--- src/rtl/xor_vector_sequencer_if.sv ---
// Host-side and datapath-side signal bundle for xor_vector_sequencer.
// start is level-sampled and accepted only in IDLE; done is a one-cycle pulse; cfg writes land only while idle/done.
interface xor_vector_sequencer_if #(
  parameter int AW   = 4,
  parameter int ERRW = 8
);
  logic            cfg_we;
  logic [AW-1:0]   cfg_addr;
  logic [3:0]      cfg_data;
  logic [AW:0]     num_vec;
  logic            start;
  logic            dut_comb;
  logic            dut_ff;
  logic            drv_a;
  logic            drv_b;
  logic            busy;
  logic            done;
  logic            fail;
  logic [ERRW-1:0] err_cnt;
  logic [AW-1:0]   first_fail_idx;
  logic [1:0]      state_dbg;

  modport master (
    output cfg_we, cfg_addr, cfg_data, num_vec, start, dut_comb, dut_ff,
    input  drv_a, drv_b, busy, done, fail, err_cnt, first_fail_idx, state_dbg
  );

  modport slave (
    input  cfg_we, cfg_addr, cfg_data, num_vec, start, dut_comb, dut_ff,
    output drv_a, drv_b, busy, done, fail, err_cnt, first_fail_idx, state_dbg
  );
endinterface

--- src/rtl/xor_vector_sequencer.sv ---
// Plays stored {a,b} vectors into an XOR datapath, checking the combinational output
// the same cycle and the registered output one cycle later; reports errors and completion.
module xor_vector_sequencer #(
  parameter int DEPTH = 16,
  parameter int AW    = 4,
  parameter int ERRW  = 8
) (
  input  logic                  clk,
  input  logic                  reset,
  xor_vector_sequencer_if.slave bus
);

  typedef enum logic [1:0] {
    S_IDLE  = 2'd0,
    S_RUN   = 2'd1,
    S_DRAIN = 2'd2,
    S_DONE  = 2'd3
  } state_t;

  // Entry layout: {a, b, exp_comb, exp_ff}
  logic [3:0]      mem_q [DEPTH];

  state_t          state_q, state_d;
  logic [AW-1:0]   idx_q, idx_d;
  logic [AW-1:0]   ff_idx_q, ff_idx_d;
  logic [AW-1:0]   first_fail_idx_q, first_fail_idx_d;
  logic [AW:0]     n_q, n_d;
  logic            drv_a_q, drv_a_d;
  logic            drv_b_q, drv_b_d;
  logic            fail_q, fail_d;
  logic            ff_chk_valid_q, ff_chk_valid_d;
  logic            exp_ff_q, exp_ff_d;
  logic [ERRW-1:0] err_cnt_q, err_cnt_d;

  logic [AW-1:0]   idx_inc;
  logic            last_vec;
  logic            comb_mis;
  logic            ff_mis;
  logic [1:0]      mis_inc;
  logic [ERRW:0]   err_sum;
  logic            mem_we;

  assign idx_inc  = idx_q + AW'(1);
  assign last_vec = ({1'b0, idx_q} == (n_q - (AW+1)'(1)));
  assign mem_we   = bus.cfg_we && (state_q == S_IDLE || state_q == S_DONE) &&
                    ({1'b0, bus.cfg_addr} < (AW+1)'(DEPTH));

  // Vector storage is deliberately not reset so a program survives a reset.
  always_ff @(posedge clk) begin
    if (mem_we) begin
      mem_q[bus.cfg_addr] <= bus.cfg_data;
    end
  end

  always_comb begin
    state_d          = state_q;
    idx_d            = idx_q;
    ff_idx_d         = ff_idx_q;
    first_fail_idx_d = first_fail_idx_q;
    n_d              = n_q;
    drv_a_d          = drv_a_q;
    drv_b_d          = drv_b_q;
    fail_d           = fail_q;
    ff_chk_valid_d   = ff_chk_valid_q;
    exp_ff_d         = exp_ff_q;
    err_cnt_d        = err_cnt_q;
    comb_mis         = 1'b0;
    ff_mis           = 1'b0;

    case (state_q)
      S_IDLE: begin
        if (bus.start) begin
          err_cnt_d = '0;
          fail_d    = 1'b0;
          if (bus.num_vec == '0) begin
            state_d = S_DONE;
          end else begin
            n_d              = (bus.num_vec > (AW+1)'(DEPTH)) ? (AW+1)'(DEPTH) : bus.num_vec;
            first_fail_idx_d = '0;
            drv_a_d          = mem_q[0][3];
            drv_b_d          = mem_q[0][2];
            idx_d            = '0;
            ff_chk_valid_d   = 1'b0;
            state_d          = S_RUN;
          end
        end
      end
      S_RUN: begin
        comb_mis       = (bus.dut_comb != mem_q[idx_q][1]);
        ff_mis         = ff_chk_valid_q && (bus.dut_ff != exp_ff_q);
        ff_chk_valid_d = 1'b1;
        exp_ff_d       = mem_q[idx_q][0];
        ff_idx_d       = idx_q;
        if (last_vec) begin
          state_d = S_DRAIN;
        end else begin
          idx_d   = idx_inc;
          drv_a_d = mem_q[idx_inc][3];
          drv_b_d = mem_q[idx_inc][2];
        end
      end
      S_DRAIN: begin
        ff_mis         = ff_chk_valid_q && (bus.dut_ff != exp_ff_q);
        ff_chk_valid_d = 1'b0;
        state_d        = S_DONE;
      end
      default: begin
        state_d = S_IDLE;
      end
    endcase

    // Up to two mismatches per cycle; the ff check refers to the older vector.
    mis_inc = {1'b0, comb_mis} + {1'b0, ff_mis};
    err_sum = {1'b0, err_cnt_q} + {{(ERRW-1){1'b0}}, mis_inc};
    if (comb_mis || ff_mis) begin
      err_cnt_d = err_sum[ERRW] ? {ERRW{1'b1}} : err_sum[ERRW-1:0];
      if (!fail_q) begin
        fail_d           = 1'b1;
        first_fail_idx_d = ff_mis ? ff_idx_q : idx_q;
      end
    end
  end

  always_ff @(posedge clk or negedge reset) begin
    if (!reset) begin
      state_q          <= S_IDLE;
      idx_q            <= '0;
      ff_idx_q         <= '0;
      first_fail_idx_q <= '0;
      n_q              <= '0;
      drv_a_q          <= 1'b0;
      drv_b_q          <= 1'b0;
      fail_q           <= 1'b0;
      ff_chk_valid_q   <= 1'b0;
      exp_ff_q         <= 1'b0;
      err_cnt_q        <= '0;
    end else begin
      state_q          <= state_d;
      idx_q            <= idx_d;
      ff_idx_q         <= ff_idx_d;
      first_fail_idx_q <= first_fail_idx_d;
      n_q              <= n_d;
      drv_a_q          <= drv_a_d;
      drv_b_q          <= drv_b_d;
      fail_q           <= fail_d;
      ff_chk_valid_q   <= ff_chk_valid_d;
      exp_ff_q         <= exp_ff_d;
      err_cnt_q        <= err_cnt_d;
    end
  end

  assign bus.drv_a          = drv_a_q;
  assign bus.drv_b          = drv_b_q;
  assign bus.busy           = (state_q == S_RUN) || (state_q == S_DRAIN);
  assign bus.done           = (state_q == S_DONE);
  assign bus.fail           = fail_q;
  assign bus.err_cnt        = err_cnt_q;
  assign bus.first_fail_idx = first_fail_idx_q;
  assign bus.state_dbg      = state_q;

endmodule

--- src/flat_wrapper.sv ---
// flat-port wrapper written by rule: the top's interface ports become plain ports
module xor_vector_sequencer_flat 
#(
  parameter int DEPTH = 16,
  parameter int AW    = 4,
  parameter int ERRW  = 8
)
  (clk, reset, bus_cfg_we, bus_cfg_addr, bus_cfg_data, bus_num_vec, bus_start, bus_dut_comb, bus_dut_ff, bus_drv_a, bus_drv_b, bus_busy, bus_done, bus_fail, bus_err_cnt, bus_first_fail_idx, bus_state_dbg);
  xor_vector_sequencer_if #(.AW(AW), .ERRW(ERRW)) bus_i ();
  input  logic clk;
  input  logic reset;
  input wire logic [$bits(bus_i.cfg_we)-1:0] bus_cfg_we;
  input wire logic [$bits(bus_i.cfg_addr)-1:0] bus_cfg_addr;
  input wire logic [$bits(bus_i.cfg_data)-1:0] bus_cfg_data;
  input wire logic [$bits(bus_i.num_vec)-1:0] bus_num_vec;
  input wire logic [$bits(bus_i.start)-1:0] bus_start;
  input wire logic [$bits(bus_i.dut_comb)-1:0] bus_dut_comb;
  input wire logic [$bits(bus_i.dut_ff)-1:0] bus_dut_ff;
  output wire logic [$bits(bus_i.drv_a)-1:0] bus_drv_a;
  output wire logic [$bits(bus_i.drv_b)-1:0] bus_drv_b;
  output wire logic [$bits(bus_i.busy)-1:0] bus_busy;
  output wire logic [$bits(bus_i.done)-1:0] bus_done;
  output wire logic [$bits(bus_i.fail)-1:0] bus_fail;
  output wire logic [$bits(bus_i.err_cnt)-1:0] bus_err_cnt;
  output wire logic [$bits(bus_i.first_fail_idx)-1:0] bus_first_fail_idx;
  output wire logic [$bits(bus_i.state_dbg)-1:0] bus_state_dbg;
  assign bus_i.cfg_we = bus_cfg_we;
  assign bus_i.cfg_addr = bus_cfg_addr;
  assign bus_i.cfg_data = bus_cfg_data;
  assign bus_i.num_vec = bus_num_vec;
  assign bus_i.start = bus_start;
  assign bus_i.dut_comb = bus_dut_comb;
  assign bus_i.dut_ff = bus_dut_ff;
  assign bus_drv_a = bus_i.drv_a;
  assign bus_drv_b = bus_i.drv_b;
  assign bus_busy = bus_i.busy;
  assign bus_done = bus_i.done;
  assign bus_fail = bus_i.fail;
  assign bus_err_cnt = bus_i.err_cnt;
  assign bus_first_fail_idx = bus_i.first_fail_idx;
  assign bus_state_dbg = bus_i.state_dbg;
  xor_vector_sequencer #(.DEPTH(DEPTH), .AW(AW), .ERRW(ERRW)) u_core (.clk(clk), .reset(reset), .bus(bus_i));
endmodule
--- config.mk ---
export PLATFORM = sky130hd
export DESIGN_NAME = xor_vector_sequencer_flat
export DESIGN_NICKNAME = d
export VERILOG_FILES = /design/src/rtl/xor_vector_sequencer_if.sv /design/src/rtl/xor_vector_sequencer.sv /design/src/flat_wrapper.sv
export SDC_FILE = /design/constraint.sdc
export NUM_CORES = 1
export LEC_CHECK = 0
export CAP_MARGIN = 15
export CORE_MARGIN = 4
export CORE_UTILIZATION = 63
export CTS_CLUSTER_DIAMETER = 200
export DETAILED_ROUTE_END_ITERATION = 6
export DONT_BUFFER_PORTS = 1
export GPL_TIMING_DRIVEN = 0
export MAX_ROUTING_LAYER = met4
export PLACE_DENSITY = 0.79
export SLEW_MARGIN = 30
export SYNTH_ARGS = -nofsm -noshare
export SYNTH_HDL_FRONTEND = slang
export SYNTH_SLANG_ARGS = --single-unit
--- constraint.sdc ---
create_clock -name clk -period 5.5 [get_ports clk]
set_input_delay 1.1 -clock clk [delete_from_list [all_inputs] [get_ports clk]]
set_output_delay 1.1 -clock clk [all_outputs]
set_load 0.005 [all_outputs]
Word-level counts from Yosys, hierarchy flattened
Memories as Yosys holds them, arrays and structs flattened. Index checks and enable logic that the tools add are counted. W data, S select, Z words.

Flip-flop bits (word level): 32. Memory bits (writable): 64. Input port bits: 19. Output and inout port bits: 19. Memories: 1.

Memory list: u_core.mem_q (words 16, bits a word 4, rd ports 3, clocked after Yosys merged registers in 0, write ports 1, RTL line xor_vector_sequencer.sv:21) `logic [3:0] mem_q [DEPTH];`.

Add/subtract/negate cells: 4. Magnitude comparators: 1. Equality and inequality tests: 10. Muxes and demuxes: 38. Bitwise logic cells: 1. Reduce and logical (&&, ||, !) cells: 17.

Operators by type and width (count): $mux W4 (9); $mux W8 (4); $mux W1 (16); $add A8 B2 Y9 (1); $pmux W4 S2 (1); $mux W2 (3); $ne A2 B2 Y1 const B (3); $pmux W2 S3 (1); $reduce_and A3 Y1 (2); $reduce_bool A2 Y1 (3); $eq A4 B5 Y1 (1); $gt A5 B5 Y1 const B (1); $logic_not A5 Y1 (1); $mux W5 (1); $sub A5 B1 Y5 const B (1); $add A4 B1 Y4 const B (1); $eq A2 B2 Y1 const B (2); $pmux W1 S2 (2); $reduce_and A2 Y1 (2); $reduce_and A4 Y1 (1); $logic_or A1 B1 Y1 (3); $pmux W1 S3 (1); $reduce_bool A3 Y1 (1); $add A1 B1 Y2 (1); 7 further kinds (9).

Longest topological paths before layout
Depth in word-level cells: 7. Mapped depth: 15.

Worst setup path before layout
OpenSTA, ideal clock, no wires.

Path type: input-to-reg. Start: in bus_dut_ff. End: reg u_core.err_cnt_q[2] (netlist: u_core.bus.err_cnt[2]). Setup time: 0.086 ns. Arrival time: 3.130 ns. Data required time: 5.414 ns. Setup slack: 2.284 ns. Stages: 11. Path through: xor2_1 > and3_1 > clkbuf_1 > inv_1 > fa_1 > inv_1 > ha_1 > nand2_1 > or3_1 > and3b_1 > nor3_1.

Cells in the longest elaborated chain, start to end: 7. Elaborated cells on any way between the ends: 11.

Ends and longest elaborated chain: start, declared (RTL line flat_wrapper.sv:18) `input wire logic [$bits(bus_i.dut_ff)-1:0] bus_dut_ff;`; $ne A1 B1 Y1 * (RTL line xor_vector_sequencer.sv:90, xor_vector_sequencer.sv:103); $logic_and A1 B1 Y1 * (RTL line xor_vector_sequencer.sv:90, xor_vector_sequencer.sv:103); $mux W1 *; $add A1 B1 Y2 (RTL line xor_vector_sequencer.sv:113) `mis_inc = {1'b0, comb_mis} + {1'b0, ff_mis};`; $add A8 B2 Y9 (RTL line xor_vector_sequencer.sv:114) `err_sum = {1'b0, err_cnt_q} + {{(ERRW-1){1'b0}}, mis_inc};`; $mux W8 (RTL line xor_vector_sequencer.sv:116) `err_cnt_d = err_sum[ERRW] ? {ERRW{1'b1}} : err_sum[ERRW-1:0];`; $mux W8 (RTL line xor_vector_sequencer.sv:115) `if (comb_mis || ff_mis) begin`; end signal, assigned (RTL line xor_vector_sequencer.sv:148) `err_cnt_q <= err_cnt_d;`; end, declared (RTL line xor_vector_sequencer.sv:33) `logic [ERRW-1:0] err_cnt_q, err_cnt_d;`.

Every way passes the cells marked *; elsewhere a longest branch is shown, timed or not. A chain may end at the register's enable or synchronous reset.

Worst setup path in the final report
Start: reg u_core.idx_q[0]. End: reg u_core.err_cnt_q[2] (netlist: u_core.bus.err_cnt[2]).

Cells in the longest elaborated chain, start to end: 7. Elaborated cells on any way between the ends: 11.

Ends and longest elaborated chain: start, declared (RTL line xor_vector_sequencer.sv:24) `logic [AW-1:0] idx_q, idx_d;`; start signal, assigned (RTL line xor_vector_sequencer.sv:139) `idx_q <= idx_d;`; $mem_v2 Z16 W4 *; $ne A1 B1 Y1 * (RTL line xor_vector_sequencer.sv:89) `comb_mis = (bus.dut_comb != mem_q[idx_q][1]);`; $mux W1 * (RTL line xor_vector_sequencer.sv:70) `case (state_q)`; $add A1 B1 Y2 (RTL line xor_vector_sequencer.sv:113); $add A8 B2 Y9 (RTL line xor_vector_sequencer.sv:114); $mux W8 (RTL line xor_vector_sequencer.sv:116); $mux W8 (RTL line xor_vector_sequencer.sv:115).

Marked as above.

==> impl_metrics.json <==
{
  "dr.pass1.iters": 4,
  "viasPerCell": 5.90,
  "antenna_found_initial": 0,
  "cts_tree": "yes",
  "synthArstFlopShare": 0.333,
  "cpPeakStageDelay_ns": 0.50,
  "die_h_microns": 91.5,
  "layout_commonest_cell": "edfxtp_1",
  "cpMostUsedCell": "nand2_1",
  "setup_violations": 0,
  "wl_met1_mm": 3.43,
  "ctsHoldBuffers": 0,
  "clk_latency_ns": 0.36,
  "clkSinkCount": 96,
  "finalHoldViolCount": 0,
  "syn2layout_area_growth_pct": 6.93,
  "rsz0062_at_grt": "false",
  "fin_crit_ns": 3.47,
  "clock_skew_ns": 0.00761,
  "ys_ff_latch": 96,
  "cts_resized": 0,
  "netlist-cell-type-count": 50,
  "grt_pass1_vias": 2375,
  "worstPathRequired_ns": 5.78,
  "nets": 335,
  "overflow": 0,
  "p_leak_nw": 1.68,
  "ff2ff_setup_slack_ns": 2.03,
  "top_layer": "met4",
  "initial_core_util": 0.646,
  "path_clk_slew_ns": 0.10,
  "critPathArrivalTime_ns": 3.75,
  "critPathSlowestCell": "mux4_2",
  "core_area_sq_um": 6790,
  "post-place-ws_ns": 2.05,
  "drt_wl_total_mm": 8.21,
  "hpwl_mm": 5.94,
  "ios": 38,
  "ant_nets": 0,
  "ir_drop_mv": 0.197,
  "seq_area_frac_synth": 0.620,
  "crit_path_max_fanout": 6,
  "tightest_slew_ns": 0.817,
  "synth_top_flop_cell": "edfxtp_1",
  "worstSetupEndpointType": "flip-flop",
  "htree_levels": 3,
  "crit_type": "reg -> reg",
  "syn_inst": 297,
  "synth_warnings": 0,
  "fin_crit_sh": 0.632,
  "finalSetupTns_ns": 0,
  "syn_area_sq_um": 4390,
  "fmax_mhz": 288,
  "grt_util_all_layers": 0.212,
  "clock_tree.buffer_depth": 2,
  "start_kind": "flip-flop",
  "synth-edff-count": 64,
  "outcome": "finished, final reports clean",
  "syn_nets": 324,
  "cts_root_buffer": "clkbuf_8",
  "grt_max_degree": 33,
  "dr_wl_met2_mm": 4.21,
  "powerDensity_nw_per_um2": 287,
  "gp_congestion": 0.776,
  "die_w_microns": 91.5,
  "die-area_sq_um": 8360,
  "finalWorstSetupSlack_ns": 2.03,
  "dr_wl_met3_microns": 449,
  "slew_viol_final": 0,
  "cts_made_buffers": 9,
  "post_drt_wl_per_cell_microns": 20.1,
  "maxSlewHeadroom": 0.451,
  "drc": 0,
  "num_rows": 30,
  "dr.first_iter.drc_count": 133,
  "cap_violations": 0,
  "num_vias": 2415,
  "grt_pass1_wl_mm": 12.8,
  "portBuffers": 0,
  "hp-class": "in -> async",
  "final_cell_mix": "64 x edfxtp_1, 32 x dfrtp_1, 21 x nand2_1",
  "drive_above_1_share": 0.192,
  "diodes": 0,
  "postCtsSetupBuffers": 0,
  "path_cells": "buf_6 > mux4_2 > or2_1 > a32o_2 > xor2_1 > nand2_1 > fa_1 > inv_1 > ha_1 > nand2_1 > or3_1 > and3b_1 > nor3_1",
  "syn_area_per_cell_sq_um": 14.8
}
-- synthesized netlist by cell type (5+ instances only) --
master | instances | share of area
nor2b_1 | 6 | 0.0086
a21oi_1 | 7 | 0.0080
edfxtp_1 | 64 | 0.44
mux4_2 | 17 | 0.087
clkbuf_1 | 6 | 0.0051
xor2_1 | 7 | 0.014
mux2i_1 | 13 | 0.030
nor3_1 | 8 | 0.0091
mux2_2 | 15 | 0.038
ha_1 | 7 | 0.020
a31oi_1 | 5 | 0.0071
nand3_1 | 6 | 0.0068
inv_1 | 14 | 0.012
nand2_1 | 21 | 0.018
dfrtp_1 | 32 | 0.18
nor2_1 | 19 | 0.016
-- path summary, 6_finish.rpt --
check | start | endpoint | cells after the start
worst max-delay path | u_core.idx_q[0] | u_core.bus.err_cnt[2] | 13
worst min-delay path | reset | u_core.bus.err_cnt[7] | 0
worst max register to register | u_core.idx_q[0] | u_core.bus.err_cnt[2] | 13
max in group asynchronous | reset | u_core.bus.state_dbg[0] | 0
min in group clk | u_core.ff_idx_q[0] | u_core.ff_idx_q[0] | 1
worst min register to register | u_core.ff_idx_q[0] | u_core.ff_idx_q[0] | 1
-- logic make-up (layout without fill, tap and decap cells) --
| kind of cell | Yosys count | count (layout) | share of synthesized area |
|---|---|---|---|
| multiplexers | 45 | 45 | 0.155 |
| buffers and inverters | 27 | 43 | 0.0294 |
| AND/OR/NAND/NOR | 77 | 77 | 0.0873 |
| flip-flops | 96 | 96 | 0.620 |
| XOR/XNOR | 11 | 11 | 0.0220 |
| adder cells (fa/ha/maj) | 8 | 8 | 0.0245 |
| AO/OA/AOI/OAI | 33 | 33 | 0.0610 |
-- stage by stage --
stage          instances  utilization  power [mW]  area, sq um  hold WS, ns
6_report             409        0.691        1.35         4690        0.421
5_1_grt              409        0.691        1.41         4690        0.396
4_1_cts              409        0.691        1.35         4690        0.406
3_5_place_dp         393        0.664       0.926         4510        0.504
3_3_place_gp         393        0.664       0.921         4510        0.490
2_1_floorplan        297            -       0.906         4390        0.472
-- cell type report --
cell class	count	area, sq um
inverters	14	52.6
clock inverters	7	60.1
flip-flops and latches	96	2720
well taps	96	120
fillers	469	2100
multi-input cells	174	1540
clock buffers	9	124
plain buffers	13	76.3
-- flip-flops by register name, indices dropped and copies added (netlist names), 2 cells and up --
register                   cells
u_core.idx_q                   4
u_core.ff_idx_q                4
u_core.bus.err_cnt             8
u_core.bus.state_dbg           2
u_core.n_q                     5
u_core.bus.first_fail_idx      4
u_core.mem_q                  64
-- report_power, final --
| group | switching (mW) | internal [mW] | total (mW) |
|---|---|---|---|
| Combinational | 0.0406 | 0.0357 | 0.0763 |
| Clock | 0.263 | 0.173 | 0.437 |
| Sequential | 0.0370 | 0.797 | 0.834 |
-- per-layer routing --
layer / GRT usage / vias up
li1: - / 1137
met1: 0.259 / 1206
met2: 0.340 / 63
met4: 0.0766 / 0
met3: 0.0588 / 9
met5: - / -
-- worst max-delay path, delay by kind of cell (launching register included) --
family	cells	cell delay [ns]
AOI/OAI and AO/OA	1	0.28
adders and majority gates	2	0.60
DFF	1	0.39
buffers and inverters	2	0.24
xor gates and xnor gates	1	0.13
muxes	1	0.50
and+or+nand+nor	6	1.25
Note: power is estimated with default switching activity, not from simulation.
